===== src/rtl/ioctl_load_pkg.sv =====
// ioctl_load_pkg: stream indices, scheduler state and game-select encodings
// shared by the ioctl load scheduler and its FSM.
package ioctl_load_pkg;

    localparam logic [7:0] IDX_ROM = 8'd0;
    localparam logic [7:0] IDX_MOD = 8'd1;
    localparam logic [7:0] IDX_DIP = 8'd254;

    typedef enum logic [1:0] {
        SETTLE,
        LOAD,
        RUN,
        HALT
    } state_e;

    typedef enum logic [1:0] {
        MOD_BWIDOW,
        MOD_GRAVITAR,
        MOD_LUNARBAT,
        MOD_SPACDUEL
    } mod_e;

    // One-hot game select, bit position equals the mod code.
    function automatic logic [3:0] mod_onehot(input mod_e m);
        logic [3:0] r;
        r = 4'b0001 << m;
        return r;
    endfunction

endpackage


===== src/rtl/ioctl_load_fsm.sv =====
// ioctl_load_fsm: owns the core reset. Holds the core in reset while a ROM
// download is active, while reset is requested, and for RESET_HOLD cycles
// afterwards. With IOCTL_LOAD_LEN_CHECK_EN defined it also counts accepted
// ROM bytes and parks in HALT (load_short=1) after a short image.
module ioctl_load_fsm
    import ioctl_load_pkg::*;
#(
    parameter int unsigned RESET_HOLD = 16
`ifdef IOCTL_LOAD_LEN_CHECK_EN
   ,parameter int unsigned ROM_BYTES  = 65536
`endif
) (
    input  logic clk_12,
    input  logic RESET_L,
    input  logic rom_dl,
    input  logic rom_acc,
    input  logic reset_req,
    output logic load_entry,
    output logic core_reset_l,
`ifdef IOCTL_LOAD_LEN_CHECK_EN
    output logic load_short,
`endif
    output logic load_busy
);

    localparam logic [7:0] HOLD_INIT = 8'(RESET_HOLD);

    state_e     state, state_nxt;
    logic [7:0] hold_cnt, hold_nxt;

`ifdef IOCTL_LOAD_LEN_CHECK_EN
    localparam logic [16:0] LEN_SAT  = 17'h10000;
    localparam logic [16:0] LEN_NEED = 17'(ROM_BYTES);
    logic [16:0] len_cnt;
`endif

    // Any ROM download start jumps straight into LOAD, from every state.
    assign load_entry = rom_dl && (state != LOAD);

    // Next-state and hold counter; rom_dl outranks reset_req everywhere.
    always_comb begin
        state_nxt = state;
        hold_nxt  = hold_cnt;
        case (state)
            LOAD: begin
                if (!rom_dl) begin
`ifdef IOCTL_LOAD_LEN_CHECK_EN
                    if (len_cnt < LEN_NEED) begin
                        state_nxt = HALT;
                    end else begin
                        state_nxt = SETTLE;
                        hold_nxt  = HOLD_INIT;
                    end
`else
                    state_nxt = SETTLE;
                    hold_nxt  = HOLD_INIT;
`endif
                end
            end
            SETTLE: begin
                if (rom_dl) begin
                    state_nxt = LOAD;
                end else if (reset_req) begin
                    hold_nxt = HOLD_INIT;
                end else if (hold_cnt == 8'd1) begin
                    state_nxt = RUN;
                end else begin
                    hold_nxt = hold_cnt - 8'd1;
                end
            end
            RUN: begin
                if (rom_dl) begin
                    state_nxt = LOAD;
                end else if (reset_req) begin
                    state_nxt = SETTLE;
                    hold_nxt  = HOLD_INIT;
                end
            end
            default: begin
`ifdef IOCTL_LOAD_LEN_CHECK_EN
                // HALT: only a fresh download gets the core out of here.
                if (rom_dl) state_nxt = LOAD;
`else
                // HALT is unreachable without the length check; recover.
                state_nxt = SETTLE;
                hold_nxt  = HOLD_INIT;
`endif
            end
        endcase
    end

    // State, hold counter and the registered state-decoded outputs.
    always_ff @(posedge clk_12 or negedge RESET_L) begin
        if (!RESET_L) begin
            state        <= SETTLE;
            hold_cnt     <= HOLD_INIT;
            core_reset_l <= 1'b0;
            load_busy    <= 1'b0;
`ifdef IOCTL_LOAD_LEN_CHECK_EN
            load_short   <= 1'b0;
`endif
        end else begin
            state        <= state_nxt;
            hold_cnt     <= hold_nxt;
            core_reset_l <= (state_nxt == RUN);
            load_busy    <= (state_nxt == LOAD);
`ifdef IOCTL_LOAD_LEN_CHECK_EN
            load_short   <= (state_nxt == HALT);
`endif
        end
    end

`ifdef IOCTL_LOAD_LEN_CHECK_EN
    // Accepted-byte count for the current load; a byte on the entry cycle
    // already belongs to the new load. Saturates at 64 KiB.
    always_ff @(posedge clk_12 or negedge RESET_L) begin
        if (!RESET_L) begin
            len_cnt <= '0;
        end else if (load_entry) begin
            len_cnt <= {16'd0, rom_acc};
        end else if (state == LOAD && rom_acc && len_cnt != LEN_SAT) begin
            len_cnt <= len_cnt + 17'd1;
        end
    end
`endif

endmodule


===== src/rtl/ioctl_load_sched.sv =====
// ioctl_load_sched: decodes the hps_io ioctl stream for the Black Widow core
// (ROM bytes, game-select byte, DIP bytes) and sequences the core reset.
// Optional build macro: IOCTL_LOAD_LEN_CHECK_EN (ROM length check + HALT,
// adds the load_short output).
module ioctl_load_sched
    import ioctl_load_pkg::*;
#(
    parameter int unsigned RESET_HOLD = 16,
    parameter int unsigned ROM_BYTES  = 65536,
    parameter int unsigned DIP_BYTES  = 8
) (
    input  logic        clk_12,
    input  logic        RESET_L,
    input  logic        ioctl_download,
    input  logic        ioctl_wr,
    input  logic [24:0] ioctl_addr,
    input  logic [7:0]  ioctl_dout,
    input  logic [7:0]  ioctl_index,
    input  logic        reset_req,
    output logic [15:0] dn_addr,
    output logic [7:0]  dn_data,
    output logic        dn_wr,
    output logic [3:0]  mod_sel,
    output logic        mod_invalid,
    output logic [63:0] dip_bank,
`ifdef IOCTL_LOAD_LEN_CHECK_EN
    output logic        load_short,
`endif
    output logic        core_reset_l,
    output logic        load_busy,
    output logic        addr_ovf
);

    logic rom_dl, rom_wr, rom_hi_zero, rom_acc, load_entry;
    logic mod_wr, dip_wr;
    logic [7:0][7:0] dip_q;

    assign rom_dl      = ioctl_download && (ioctl_index == IDX_ROM);
    assign rom_wr      = ioctl_wr && rom_dl;
    assign rom_hi_zero = (ioctl_addr[24:16] == 9'd0);
    assign rom_acc     = rom_wr && rom_hi_zero;
    assign mod_wr      = ioctl_wr && (ioctl_index == IDX_MOD);
    // Bytes at or beyond DIP_BYTES are never written and read back as zero.
    assign dip_wr      = ioctl_wr && (ioctl_index == IDX_DIP) &&
                         (ioctl_addr < 25'(DIP_BYTES));
    assign dip_bank    = dip_q;

    ioctl_load_fsm #(
        .RESET_HOLD (RESET_HOLD)
`ifdef IOCTL_LOAD_LEN_CHECK_EN
       ,.ROM_BYTES  (ROM_BYTES)
`endif
    ) u_fsm (
        .clk_12       (clk_12),
        .RESET_L      (RESET_L),
        .rom_dl       (rom_dl),
        .rom_acc      (rom_acc),
        .reset_req    (reset_req),
        .load_entry   (load_entry),
        .core_reset_l (core_reset_l),
`ifdef IOCTL_LOAD_LEN_CHECK_EN
        .load_short   (load_short),
`endif
        .load_busy    (load_busy)
    );

    // ROM write port: one-cycle registered copy of each in-range byte.
    always_ff @(posedge clk_12 or negedge RESET_L) begin
        if (!RESET_L) begin
            dn_wr   <= 1'b0;
            dn_addr <= '0;
            dn_data <= '0;
        end else begin
            dn_wr <= rom_acc;
            if (rom_acc) begin
                dn_addr <= ioctl_addr[15:0];
                dn_data <= ioctl_dout;
            end
        end
    end

    // Sticky out-of-range flag; a bad byte on the entry cycle still counts.
    always_ff @(posedge clk_12 or negedge RESET_L) begin
        if (!RESET_L) begin
            addr_ovf <= 1'b0;
        end else if (rom_wr && !rom_hi_zero) begin
            addr_ovf <= 1'b1;
        end else if (load_entry) begin
            addr_ovf <= 1'b0;
        end
    end

    // Game select: last mod byte wins; codes above 3 select nothing.
    always_ff @(posedge clk_12 or negedge RESET_L) begin
        if (!RESET_L) begin
            mod_sel     <= mod_onehot(MOD_BWIDOW);
            mod_invalid <= 1'b0;
        end else if (mod_wr) begin
            if (ioctl_dout < 8'd4) begin
                mod_sel     <= mod_onehot(mod_e'(ioctl_dout[1:0]));
                mod_invalid <= 1'b0;
            end else begin
                mod_sel     <= 4'b0000;
                mod_invalid <= 1'b1;
            end
        end
    end

    // DIP bank bytes, addressed by the low address bits.
    always_ff @(posedge clk_12 or negedge RESET_L) begin
        if (!RESET_L) begin
            dip_q <= '0;
        end else if (dip_wr) begin
            dip_q[ioctl_addr[2:0]] <= ioctl_dout;
        end
    end

endmodule


===== config.mk =====
export PLATFORM = sky130hd
export DESIGN_NAME = ioctl_load_sched
export DESIGN_NICKNAME = d
export VERILOG_FILES = /design/src/rtl/ioctl_load_pkg.sv /design/src/rtl/ioctl_load_fsm.sv /design/src/rtl/ioctl_load_sched.sv
export SDC_FILE = /design/constraint.sdc
export NUM_CORES = 1
export LEC_CHECK = 0
export CORE_ASPECT_RATIO = 0.8
export CORE_UTILIZATION = 50
export DETAILED_ROUTE_END_ITERATION = 16
export PLACE_DENSITY = 0.94
export SYNTH_ARGS = -nofsm -noshare
export SYNTH_HDL_FRONTEND = slang
export SYNTH_HIERARCHICAL = 1
export SYNTH_SLANG_ARGS = --single-unit
export TNS_END_PERCENT = 1

===== constraint.sdc =====
create_clock -name clk_12 -period 2.9 [get_ports clk_12]
set_clock_uncertainty 0.15 [all_clocks]
set_input_delay 0.435 -clock clk_12 [delete_from_list [all_inputs] [get_ports clk_12]]
set_output_delay 0.435 -clock clk_12 [all_outputs]
set_load 0.03 [all_outputs]

# == Yosys cells after proc, flatten, opt, wreduce, memory -nomap -nowiden ==
# Cells that the tools add are included.
# totals
latch_bits,0
mem_bits_ro,0
mem_count,0
in_bits,46
ramBits,0
register_bits,107
# op_classes
n_mul,0
n_addsub,1
bitwise_logic,0
n_eq_ne,13
order_cmp,4
shifts,1
div,0
mux,21
n_reduce_logical,15
# ops
op,n
64-bit bitwise mux,1
8-bit 2-to-1 mux,7
"25-bit by 4-bit less-than comparator with 1-bit output, second input constant",1
8-bit demux with 3-bit select,1
8-bit case mux with 3 select lines,1
"8-bit by 1-bit == test with 1-bit output, second input constant",2
2-bit 2-to-1 mux,6
1-bit logical AND,9
9-bit logical NOT,1
"8-bit == test, second input constant",1
8-bit logical NOT,1
"8-bit by 3-bit less-than comparator with 1-bit output, second input constant",1
"2-bit inequality test, second input constant",4
"8-bit by 1-bit subtractor with 8-bit output, second input constant",1
2-bit case mux with 3 select lines,1
5-bit AND reduction,1
"2-bit by 1-bit == test with 1-bit output, second input constant",2
"2-bit == test, second input constant",2
"3-bit by 4-bit less-than comparator with 1-bit output, second input constant",1
4-bit 2-to-1 mux,1
"1-bit by 2-bit left shift with 4-bit output, first input constant",1
"3-bit by 1-bit greater-or-equal comparator with 1-bit output, second input constant",1
1-bit 2-to-1 mux,3
"3-bit inequality test, second input constant",1
other kinds (4),4

# == Longest topological paths before layout ==
# Gate-level depths: netlist of run 1.
# depth
depth_word,6
ltp_mapped,7
ltp_nobuf,7

# == Cells and area by module ==
# Netlist of run 1, hierarchy kept.
# by_module_without_submodules
mod,seq_area_each_um2,area_per_inst_um2,cells_per_inst,n_inst
ioctl_load_sched,2378.5,3958.8,251,1
ioctl_load_fsm,301.5,651.9,64,1

# == Worst setup path before layout of run 1 ==
# Ideal clock, no wire load.
# synth_path
path_type,input -> register
from,in ioctl_index[1]
to,reg u_fsm.hold_cnt[2]
setup_ns,0.063
arrival_ns,1.834
n_path_buf,0
path_stages,7
path_slack_ns,0.853
required_time_ns,2.687
path_cell_list,nor3_1 nand4_1 nor2_1 o21ba_2 a21oi_1 and2_1 a211o_2
# synth_via
elab_chain_len,4
word_cells_on_any_way,6
cone_classes,eq/ne: 3; reduce/logical: 3
# synth_rtl
element,line,text
from (decl),ioctl_load_sched.sv:18,"input logic [7:0] ioctl_index,"
8-bit logical NOT *,ioctl_load_sched.sv:38,assign rom_dl = ioctl_download && (ioctl_index == IDX_ROM);
1-bit logical AND *,ioctl_load_sched.sv:38,
via rom_dl,ioctl_load_sched.sv:34,"logic rom_dl, rom_wr, rom_hi_zero, rom_acc, load_entry;"
2-bit inequality test (no source line),--,
5-bit AND reduction (no source line) *,--,
to (signal assigned),ioctl_load_fsm.sv:104,hold_cnt <= hold_nxt;
to (decl),ioctl_load_fsm.sv:29,"logic [7:0] hold_cnt, hold_nxt;"
# Mark *: on every way through the listed nets, which the timed path passes. The rest lies on a longest branch.
# A chain may end at the register's enable or synchronous reset.

# == Final worst setup path of run 1 ==
# layout_path
from,in ioctl_index[1]
to,reg u_fsm.hold_cnt[1]
# Same word-level chain as after synthesis.

==> results.tsv, run 1 <==
metric	value	unit
Tcrit/Tclk final	0.816	
Post-CTS Repair Setup Buffers	0	
met1 Usage GRT	0.312	
Max Clk Rate	0.423	GHz
drt total wl	11300	um
vias	3174	
worst hold stages	1	
Mapped Cells	315	
hold crit path type	reg -> reg	
ANT cells	0	
EDFF count, synth	0	
Hold-fix buffers, CTS	1	
P&R area growth vs syn	41.4	%
met2 GRT Util	0.421	
Mean Syn Cell Area	14.6	um2
Final ANT Viol Nets	0	
Initial Util	0.529	
CTS Buffer Depth	2	
Worst Setup Start Kind	input port	
flop-to-flop setup slack	0.75	ns
clk_lat worst skew	0.34	ns
CP arrival	2.48	ns
Total Die Area	9610	um2
first-pass GRT wire length	17300	um
fin. max-slew vios	0	
synthesized cell area	4610	um2
Via-to-Cell Ratio	5.44	
Fillers	563	
DR DRC count	0	
H-tree Lvls	3	
Hold Startpoint	dn_addr[13]	
area leader, netlist	dfrtp_1	
Crit. End Element	register	
DRT iter0 DRCs	96	
wire length per cell	19.3	um
Synth top area share	0.570	
# rows	30	
outcome	completed	
share of synthesized registers carrying an async set or reset	1.00	
RSZ-0062 raised after global routing	no	
most common cell in the netlist	dfrtp_1	
launch point of the worst reg-to-reg path	u_fsm/hold_cnt[1]	
clk sinks	107	
initial antenna violation count	0	
Most used DFF post-synth	dfrtp_1	
TritonCTS buffer count	9	
Min Hold Slack	0.344	ns
CORE AREA	8710	um2
Setup violations, final	0	
hold path endpoint	dn_addr[13]	
vias in the first global route	3356	
layout cells sized above 1	0.280	
GRT overflow	0	
clock transition at the registers of the reported paths	0.07	ns
Worst Max-Slew Pin Slew	0.700	ns
critical path class	in -> reg	
# resized after CTS	0	
grt met3 use	0.0446	
VDD IR max	0.000356	V
#FFs+latches synth	107	
synth top area cells	dfrtp_1 57%, mux2_2 20%, mux2_1 2.7%	
Critical Path RT	3.02	ns
post-synthesis sequential area ratio	0.581	
Post-synth top cells	105 x dfrtp_1, 82 x mux2_2, 11 x mux2_1	
First-pass DRT Iterations	4	
IO Port Bufs	142	
Die Y	87.9	um
reg2reg end	u_fsm/hold_cnt[2]	
post-synthesis cell type count	50	
min Tclk post-route	2.37	ns
Setup TNS	0	ns
root buffer cell	clkbuf_16	
Ports	143	
Hold Fails Final Rpt	0	
critical path fanouts, max	5	
syn_nets	363	
Total GRT Usage	0.246	
Die W	109	um
hpwl dp	8310	um
Yosys Warn Count	6	
NumNets Final	514	
GR peak layer	met2	
worst reg-to-reg path cell count	6	
pin count of the biggest net entering global routing	56	
GP Congestion	0.802	
CTS tree	done	
Leak Pwr	0.00313	uW
Cell Pwr Density	489	nW/um2
Slew HR	0.529	
Max-Cap Viols	0	
[critical path, stage by stage]
cell	delay, ns
clkdlybuf4s50_1	0.42
nor3_1	0.26
nand4_1	0.19
nor2_1	0.29
o21ba_2	0.21
a21oi_1	0.26
and2_1	0.28
o2bb2ai_1	0.14
[where the power goes]
| part | switching (uW) | leakage [uW] | total (uW) | internal [uW] |
|---|---|---|---|---|
| clock network | 582 | 0.000150 | 1220 | 634 |
| logic | 203 | 0.00149 | 375 | 171 |
| registers | 54.4 | 0.00148 | 1590 | 1540 |
| total | 840 | 0.00313 | 3180 | 2340 |
[cell families (layout without fill, tap and decap cells)]
kind of cell / Yosys count / count (layout) / share of synthesized area
muxes: 93 / 93 / 0.227
buffers and inverters: 21 / 177 / 0.0241
and+or+nand+nor: 71 / 71 / 0.127
AOI/OAI and AO/OA: 21 / 21 / 0.0353
adders and majority gates: 2 / 2 / 0.00543
DFF: 107 / 107 / 0.581
[sequential cells by signal, indices dropped and copies added (netlist names)]
signal and cells:
addr_ovf 1, dip_bank 64, dn_addr 16, dn_data 8
dn_wr 1, mod_invalid 1, mod_sel 4, u_fsm/core_reset_l 1
u_fsm/hold_cnt 8, u_fsm/load_busy 1, u_fsm/state 2
[how the worst max path moves through the flow]
stage                   start                end  slack, ns
2_1_floorplan  ioctl_index[1]  u_fsm/hold_cnt[2]       0.85
3_3_place_gp   ioctl_index[1]  u_fsm/hold_cnt[6]       0.29
3_5_place_dp   ioctl_index[1]  u_fsm/hold_cnt[1]       0.21
4_1_cts        ioctl_index[1]  u_fsm/hold_cnt[1]       0.57
5_1_grt        ioctl_index[1]  u_fsm/hold_cnt[6]       0.31
6_report       ioctl_index[1]  u_fsm/hold_cnt[1]       0.53
[per-stage QoR]
stage,util,worst slack (ns),area (um2),total power [uW],std cells
after floorplan,-,0.853,4610,1820,315
after global placement,0.712,0.286,6200,1960,566
after detailed placement,0.712,0.215,6200,1990,566
after CTS,0.748,0.572,6520,3220,583
after global routing,0.748,0.308,6520,3300,583
final,0.748,0.534,6520,3180,583
[cell usage in the layout, fill, tap and decap left out, drive strengths merged, types with 3 or more instances in the layout]
master         netlist  routed
dfrtp              105     105
a211o                3       3
clkbuf               5      10
clkdlybuf4s50        0     141
a21boi               3       3
nand4                4       4
nand4b               4       4
nor4                 6       6
mux2                93      93
nor2                10      10
nor4b                4       4
nand2                8       8
nor3b                3       3
inv                  8      12
o21ai                6       6
and3                 3       3
buf                  8      11
nand3                6       6
nor3                10      10
a21oi                3       3
[cell type report]
class,count,area [um2],area share
sequential,107,2680,0.411
multi-input combinational,187,1820,0.279
timing repair buffer,153,1540,0.237
clock buffer,10,239,0.0367
tap,112,140,0.0215
clock inverter,6,67.6,0.0104
inverter,8,30.0,0.00461
[layer usage]
| layer | part of all wire | wire (um) |
|---|---|---|
| met5 | 0 | 0 |
| met4 | 0.021 | 235 |
| met3 | 0.041 | 459 |
| met2 | 0.51 | 5760 |
| met1 | 0.43 | 4800 |
Note: power is estimated with default switching activity, not from simulation.
==> inputs of run 2 (changes only) <==
Settings changed: CORE_UTILIZATION 50 to 42, PLACE_DENSITY 0.94 to 0.85.
Clock period 2.9 ns to 2.1 ns, I/O delays scaled along.
==> run 2 against run 1 <==
Hold slack lost 0.0096 ns. Cell area up 4.6%. Via count grew 2.4%. Sequential share of layout area fell by 1.8 points. Clock power is 30% higher. Critical path type is now reg -> reg.
==> results.tsv, run 2 (synthesis results as in run 1) <==
metric	value	unit	change
Max-Cap Viols	0		unchanged
cell-internal power	3270	uW	+40%
Total Die Area	11400	um2	+19%
Clock power frac	0.358		-0.024
Die Y	95.7	um	+8.9%
Leak Pwr	0.00328	uW	+4.9%
Slew HR	0.673		+0.143
Crit. End Element	register		
Die W	119	um	+8.9%
Tcrit/Tclk final	0.985		
initial antenna violation count	0		unchanged
First-pass DRT Iterations	4		unchanged
combinational fraction of design power	0.146		+0.028
reg2reg end	u_fsm/hold_cnt[6]		
Fillers	711		+26%
Finished Layout Cells	635		+8.9%
GRT overflow	0		unchanged
max reg flops	64		unchanged
min Tclk post-route	2.07	ns	
Max Clk Rate	0.483	GHz	
# rows	33		+10%
Initial Util	0.441		-0.0881
RSZ-0062 raised after global routing	yes		
clk_lat worst skew	0.33	ns	about the same
most frequent cells in the layout	140 x clkdlybuf4s50_1, 105 x dfrtp_1, 82 x mux2_2, 31 x buf_4, 10 x mux2_1		
Critical Path RT	2.16	ns	-0.86 ns
CTS Buffer Depth	2		unchanged
H-tree Lvls	3		unchanged
worst hold stages	1		unchanged
clk sinks	107		unchanged
clock transition at the registers of the reported paths	0.07	ns	about the same
GP Congestion	0.796		-0.74%
dpl cells	617		+9.0%
Setup violations, final	0		unchanged
pin count of the biggest net entering global routing	58		+3.6%
CORE AREA	10400	um2	+20%
hpwl dp	8710	um	+4.9%
flop-to-flop setup slack	0.03	ns	-0.72 ns
Worst Max-Slew Pin Slew	0.491	ns	-0.209 ns
IO Port Bufs	142		unchanged
vias in the first global route	3471		+3.4%
first-pass GRT wire length	18300	um	+5.7%
critical path fanouts, max	5		unchanged
DR DRC count	0		unchanged
P&R area growth vs syn	47.9	%	
Min Hold Slack	0.334	ns	-0.00961 ns
ANT cells	0		unchanged
fin. max-slew vios	0		unchanged
wire length per cell	18.3	um	-5.1%
vias	3251		+2.4%
Overall Power	4430	uW	+39%
DRT iter0 DRCs	122		+27%
Final ANT Viol Nets	0		unchanged
hold crit path type	reg -> reg		
outcome	completed		
Ports	143		unchanged
VDD IR max	0.000394	V	+11%
launch point of the worst reg-to-reg path	u_fsm/hold_cnt[1]		
critical path class	reg -> reg		
layout cells sized above 1	0.339		+0.0591
Hold Startpoint	dn_addr[6]		
sw power	1160	uW	+38%
root buffer cell	clkbuf_16		
DP Worst Slack	-0.424	ns	-0.639 ns
drt total wl	11600	um	+3.4%
TritonCTS buffer count	9		unchanged
CP arrival	2.13	ns	-0.35 ns
NumNets Final	538		+4.7%
switching portion of total power	0.262		-0.00155
Worst Setup Start Kind	register		
CTS tree	done		
hold path endpoint	dn_addr[6]		
worst setup margin	0.0315	ns	-0.503 ns
worst reg-to-reg path cell count	6		unchanged
Via-to-Cell Ratio	5.12		-6.0%
Total GRT Usage	0.210		-0.0355
commonest non-fill, non-tap cell in the layout	clkdlybuf4s50_1		
sequential power share	0.496		-0.005
Hold Fails Final Rpt	0		unchanged
Cell Pwr Density	650	nW/um2	+33%
==> run 2: cell count changes in the layout (fill, tap and decap cells not counted), moves of 2 or more <==
cell,previous run,this run
nor4bb_4,0,2
nor4bb_1,2,0
clkinv_4,0,3
clkinv_8,2,0
nor4_1,4,2
inv_8,0,2
and4_4,0,2
and4_1,2,0
inv_6,4,1
buf_4,8,31
==> run 2: per-layer routing <==
layer | track usage | up-vias | wire length, um
met5 | 0 | - | 0
li1 | - | 1499 | -
met2 | 0.364 | 97 | 5980
met4 | 0.0549 | 0 | 118
met1 | 0.276 | 1645 | 5050
met3 | 0.0373 | 10 | 493
==> run 2: power by group through the flow <==
stage               sequential (uW)  clock, uW  combinational [uW]
floorplan                      2230          0                 280
global placement               2230          0                 555
detailed placement             2230          0                 586
CTS                            2200       1640                 606
global route                   2210       1720                 703
finish                         2200       1590                 647
==> run 2: critical path, cell delays in order (launching register included) <==
cell	delay [ns]
dfrtp_1	0.40
inv_2	0.07
ha_1	0.14
or4b_4	0.52
o21a_4	0.24
and3_1	0.16
a211o_1	0.28
==> run 2: area by class of cell <==
class / count / area [um2] / share of cell area
flip-flops and latches: 107 / 2680 / 0.393
multi-input cells: 187 / 1910 / 0.280
repair buffers: 177 / 1740 / 0.255
clock buffers: 10 / 229 / 0.0336
well taps: 140 / 175 / 0.0257
clock inverters: 6 / 57.6 / 0.00844
inverters: 8 / 30.0 / 0.00440
==> run 2: worst max-delay path by stage <==
stage                     slack, ns           endpoint         startpoint  cells past startpoint
final                          0.03  u_fsm/hold_cnt[6]  u_fsm/hold_cnt[1]                      6
after global routing          -0.03         dn_addr[4]     ioctl_addr[21]                      6
after CTS                    -0.005  u_fsm/hold_cnt[6]  u_fsm/hold_cnt[1]                      6
after detailed placement      -0.42  u_fsm/hold_cnt[6]     ioctl_index[4]                      8
after global placement        -0.36       dip_bank[16]     ioctl_index[5]                      6
after floorplan                0.15  u_fsm/hold_cnt[6]  u_fsm/hold_cnt[1]                      6
==> run 2: timing repair <==
action / in CTS / in global routing
endpoints found under the hold margin: 35 / 0
buffers inserted: 0 / 1
resized for setup: 7 / 13
pin swaps: 0 / 4
endpoints found under the setup margin: 6 / 67
hold buffers: 1 / 0
==> run 2: through the flow <==
stage / utilization / setup TNS (ns) / instance area, um2
floorplan: - / 0 / 4610
global placement: 0.615 / -26.25 / 6420
detailed placement: 0.615 / -27.35 / 6420
CTS: 0.645 / -0.00454 / 6740
global route: 0.653 / -0.351 / 6820
finish: 0.653 / 0 / 6820
